### src/rtl/hitbox_sweeper_pkg.sv
// Shared game types for the collision sweeper:
// coordinates, boxes and sequencer states.
package hitbox_sweeper_pkg;

  localparam int COORD_W = 10;

  typedef logic [COORD_W-1:0] coord_t;

  typedef struct packed {
    coord_t x1;
    coord_t x2;
    coord_t y1;
    coord_t y2;
  } box_t;

  typedef logic [1:0] state_t;

  localparam state_t S_IDLE  = 2'd0;
  localparam state_t S_FETCH = 2'd1;
  localparam state_t S_CHECK = 2'd2;
  localparam state_t S_DONE  = 2'd3;

endpackage

### src/rtl/hitbox_sweeper_aabb_overlap.sv
// Inclusive axis-aligned box overlap test.
// Touching edges count as overlap.
import hitbox_sweeper_pkg::*;

module aabb_overlap (
  input  box_t a,
  input  box_t b,
  output logic hit
);

  logic x_ok;
  logic y_ok;

  assign x_ok = (a.x2 >= b.x1) && (a.x1 <= b.x2);
  assign y_ok = (a.y1 <= b.y2) && (a.y2 >= b.y1);
  assign hit  = x_ok && y_ok;

endmodule

### src/rtl/hitbox_sweeper.sv
// Per-frame collision sequencer: walks the
// obstacle ROM and collects hit/ground results.
import hitbox_sweeper_pkg::*;

module hitbox_sweeper #(
  parameter int N_OBJ      = 8,
  parameter int IDX_W      = $clog2(N_OBJ),
  parameter int GROUND_TOL = 4
) (
  input  logic               clk,
  input  logic               rst_n,
  input  logic               start,
  input  logic [9:0]         p_x1,
  input  logic [9:0]         p_x2,
  input  logic [9:0]         p_y1,
  input  logic [9:0]         p_y2,
  output logic [IDX_W-1:0]   obs_addr,
  input  logic [9:0]         obs_x1,
  input  logic [9:0]         obs_x2,
  input  logic [9:0]         obs_y1,
  input  logic [9:0]         obs_y2,
  output logic               busy,
  output logic               done,
  output logic [N_OBJ-1:0]   hit_mask,
  output logic               any_hit,
  output logic               ground_hit,
  output logic [9:0]         ground_y
);

  localparam logic [COORD_W:0] TOL =
    (COORD_W+1)'(GROUND_TOL);
  localparam logic [IDX_W-1:0] LAST =
    IDX_W'(N_OBJ-1);

  state_t           state;
  box_t             pl;
  box_t             ob;
  logic [IDX_W-1:0] idx;
  logic             ovl;
  logic             gnd;
  logic             last;
  logic [COORD_W:0] y_lim;

  assign ob = '{
    x1: obs_x1,
    x2: obs_x2,
    y1: obs_y1,
    y2: obs_y2
  };

  aabb_overlap u_ovl (
    .a   (pl),
    .b   (ob),
    .hit (ovl)
  );

  // Extra bit keeps y1+TOL from wrapping near the bottom edge.
  assign y_lim = {1'b0, obs_y1} + TOL;
  assign gnd   = ovl && !ground_hit &&
                 ({1'b0, pl.y2} <= y_lim);
  assign last  = (idx == LAST);

  assign busy = (state != S_IDLE);
  assign done = (state == S_DONE);

  always_ff @(posedge clk or negedge rst_n) begin
    if (!rst_n) begin
      state      <= S_IDLE;
      pl         <= '0;
      idx        <= '0;
      obs_addr   <= '0;
      hit_mask   <= '0;
      any_hit    <= 1'b0;
      ground_hit <= 1'b0;
      ground_y   <= '0;
    end else begin
      unique case (state)
        S_IDLE: begin
          if (start) begin
            pl <= '{
              x1: p_x1,
              x2: p_x2,
              y1: p_y1,
              y2: p_y2
            };
            hit_mask   <= '0;
            any_hit    <= 1'b0;
            ground_hit <= 1'b0;
            ground_y   <= '0;
            idx        <= '0;
            obs_addr   <= '0;
            state      <= S_FETCH;
          end
        end
        S_FETCH: begin
          state <= S_CHECK;
        end
        S_CHECK: begin
          if (ovl) begin
            hit_mask[idx] <= 1'b1;
            any_hit       <= 1'b1;
          end
          if (gnd) begin
            ground_hit <= 1'b1;
            ground_y   <= obs_y1;
          end
          if (last) begin
            state <= S_DONE;
          end else begin
            idx      <= idx + 1'b1;
            obs_addr <= obs_addr + 1'b1;
            state    <= S_FETCH;
          end
        end
        S_DONE: begin
          state <= S_IDLE;
        end
        default: begin
          state <= S_IDLE;
        end
      endcase
    end
  end

endmodule

### config.mk
export PLATFORM = sky130hd
export DESIGN_NAME = hitbox_sweeper
export DESIGN_NICKNAME = d
export VERILOG_FILES = /design/src/rtl/hitbox_sweeper_pkg.sv /design/src/rtl/hitbox_sweeper_aabb_overlap.sv /design/src/rtl/hitbox_sweeper.sv
export SDC_FILE = /design/constraint.sdc
export NUM_CORES = 1
export LEC_CHECK = 0
export BUFFER_PORTS_ARGS = -buffer_cell sky130_fd_sc_hd__buf_2
export CAP_MARGIN = 20
export CELL_PAD_IN_SITES_DETAIL_PLACEMENT = 1
export CELL_PAD_IN_SITES_GLOBAL_PLACEMENT = 1
export CORE_UTILIZATION = 39
export CTS_CLUSTER_SIZE = 30
export DETAILED_ROUTE_END_ITERATION = 10
export PLACE_DENSITY = 0.83
export RECOVER_POWER = 100
export SYNTH_ARGS = -nofsm -noshare
export SYNTH_HDL_FRONTEND = slang
export SYNTH_SLANG_ARGS = --single-unit
### constraint.sdc
create_clock -name clk -period 2.8 [get_ports clk]
set_clock_uncertainty 0.05 [all_clocks]
set_input_delay 0.56 -clock clk [delete_from_list [all_inputs] [get_ports clk]]
set_output_delay 0.56 -clock clk [all_outputs]
set_load 0.005 [all_outputs]
==> impl_metrics.json <==
{
  "violations": "max-capacitance violations",
  "cts_tree": "built",
  "avgSynthCellArea_um2": 8.874,
  "final_hold_viol_count": 0,
  "floorplan.initialDensity": 0.4074,
  "gp_congestion": 0.8357,
  "wirelength_mm": 11.53,
  "synth_edf_count": 0,
  "ant_nets": 0,
  "endpoint_kind": "flop",
  "finalNetCount": 720,
  "period_minus_slack_ns": 2.773,
  "worst_pin_slew_ns": 1.500,
  "wl_per_cell_um": 15.95,
  "power_density_nw_per_um2": 891.4,
  "ir_drop_v": 0.0004892,
  "synthAdderAreaFrac": 0.1611,
  "yosysWarnings": 0,
  "synth_top_family_by_area": "simple AND/OR/NAND/NOR gates",
  "core_area_um2": 9910,
  "synthTopCellsByCount": "nand2_1, dfrtp_1, ha_1",
  "clock_sinks": 68,
  "synth_flop_cell": "dfrtp_1",
  "internal_power_mw": 2.657,
  "synthCells": 455,
  "vias": 3696,
  "grt_pass1_vias": 4030,
  "die_y_um": 103.8,
  "p_comb_frac": 0.473,
  "cts-hold-fix-buffers": 0,
  "drive_gt1_frac": 0.2763,
  "clockBufferDepth": 2,
  "setup_viol": 0,
  "worst_ep_arrival_time_ns": 2.97,
  "power_mw": 4.609,
  "num_antenna_cells": 0,
  "setup_tns_ns": 0,
  "hold_path.class": "input pin to flop",
  "yosysSeqAreaShare": 0.4214,
  "p_clk_frac": 0.166,
  "synth_cell_types": 42,
  "grt_max_degree": 57,
  "status": "complete, but fails checks",
  "synth.area.top_cells": "dfrtp_1, ha_1, nand2_1",
  "die_width_um": 103.8,
  "pwr-share-seq": 0.361,
  "cap_violations": 1,
  "ys_async_sr_fraction": 1.000,
  "boundaryPins": 108,
  "critPathKind": "input pin to flop",
  "yosysTopAreaCell": "dfrtp_1",
  "synth_xor_xnor_area_share": 0.01302,
  "p_leak_nw": 2.837,
  "via_per_inst": 5.112,
  "grt_use_total": 0.2251,
  "syn_nets": 590,
  "numCtsBuffers": 9,
  "rsz0062_at_grt": "true",
  "switchingPower_mw": 1.952,
  "place_hpwl_mm": 8.579,
  "path_max_fanout": 6,
  "overflow": 0,
  "synth_top_area_share": 0.4214,
  "max_freq_mhz": 360.7,
  "dieArea_um2": 10760,
  "io_buffers": 107,
  "syn_to_final_growth_pct": 28.08,
  "synth_compound_area_frac": 0.1435,
  "critPathLaunchType": "input pin",
  "ys_ff_latch": 68,
  "fin_crit_sh": 0.9902,
  "clk_latency_ns": 0.36,
  "relSlewSlack": 0.0001716,
  "root_buffer": "clkbuf_8",
  "drv_slew": 0,
  "cts_max_level": 3,
  "muxShareOfSynthArea": 0,
  "drt_iter0_markers": 103,
  "mappedNetlistArea_um2": 4038,
  "row_count": 36,
  "swShare": 0.4235,
  "synthSimpleGateAreaFrac": 0.2011,
  "antenna_found_initial": 1,
  "first_pass_iters": 4,
  "path_clk_slew_ns": 0.08,
  "grt_pass1_wl_mm": 19.20,
  "crit_required_ns": 3.00,
  "drc": 0,
  "synth.most_common_cell": "nand2_1"
}
-- placed cells by master (no fill, tap or decap), drive strengths merged, types with 2 or more instances in the layout --
master    n
nand2   145
or2       3
nand2b    5
buf     114
and4      4
inv      49
a21oi    15
o31ai     4
nor2b     5
dfrtp    68
a31oi     2
nand4     4
o21ai    17
a22o      6
clkbuf   31
o41ai     4
xnor2     6
clkinv    2
ha       52
nand3    13
a211oi    3
o22ai    10
nor3      4
a21o      6
nor2      4
-- worst paths after layout --
check	from	to	slack, ns	depth (start not counted)
worst max-delay path	obs_y1[5]	ground_y[9]$_DFFE_PN0P_	0.03	14
worst min-delay path	p_x1[2]	pl[32]$_DFFE_PN0P_	0.33	3
worst max register to register	pl[13]$_DFFE_PN0P_	hit_mask[2]$_DFFE_PN0P_	0.13	9
worst min register to register	pl[28]$_DFFE_PN0P_	pl[28]$_DFFE_PN0P_	0.43	2
max in group asynchronous	rst_n	obs_addr[0]$_DFFE_PN0P_	1.20	2
min in group asynchronous	rst_n	pl[14]$_DFFE_PN0P_	0.45	2
-- routing by layer --
metal	global-route usage	share of wire
met2	0.4161	0.53
met1	0.2560	0.41
met3	0.05790	0.040
met5	0	0.00069
met4	0.05918	0.011
-- critical path, cell delays in order --
cell	delay, ns
buf_8	0.08
inv_4	0.04
nor3_4	0.20
and3_4	0.22
nand3_2	0.06
xnor2_1	0.13
ha_1	0.34
a21oi_2	0.16
o211ai_1	0.11
or3_4	0.41
a31oi_4	0.21
and4_4	0.25
buf_6	0.13
o22ai_2	0.06
-- area by class of cell --
| type | instances | area [µm²] |
|---|---|---|
| multi-input combinational | 325 | 2203 |
| clock buffer | 13 | 158.9 |
| sequential | 68 | 1702 |
| tap | 133 | 166.4 |
| clock inverter | 3 | 21.27 |
| inverter | 49 | 186.4 |
| fill | 1240 | 4738 |
| timing repair buffer | 132 | 733.2 |
-- kinds of logic after synthesis --
kind of cell    count (synthesis)
flops                          68
simple gates                  190
compound gates                 77
fa+ha+maj                      52
xor+xnor                        6
buf+inv                        62
-- power groups by stage --
stage | clock network, mW | registers, mW | logic (mW)
CTS | 0.787 | 1.65 | 2.15
floorplan | 0 | 1.58 | 1.41
global placement | 0 | 1.64 | 1.97
finish | 0.764 | 1.66 | 2.18
global route | 0.827 | 1.70 | 2.50
detailed placement | 0 | 1.66 | 2.11
-- registers in the layout, summed over array words and instances, names as in the netlist --
| signal | cells |
|---|---|
| any_hit | 1 |
| ground_y | 10 |
| obs_addr | 3 |
| hit_mask | 8 |
| pl | 40 |
| ground_hit | 1 |
| state | 2 |
| idx | 3 |
-- stage by stage --
stage	instances	cell area (µm²)	setup slack [ns]	util	hold slack, ns
after global routing	723	5171	-0.06280	0.5218	0.3225
after detailed placement	703	4868	-0.4808	0.4913	0.4145
after floorplan	455	4053	-0.1200	-	0.2144
final	723	5171	0.02746	0.5218	0.3345
after global placement	703	4868	-0.2826	0.4913	0.4127
after CTS	721	5077	0.01022	0.5124	0.1613
-- timing repair --
item	in CTS	in global routing
hold endpoints to repair	0	0
setup buffers	2	2
endpoints found under the setup margin	11	18
pin swaps	3	21
resized for setup	2	22
Power figures use the tool's default switching activity.
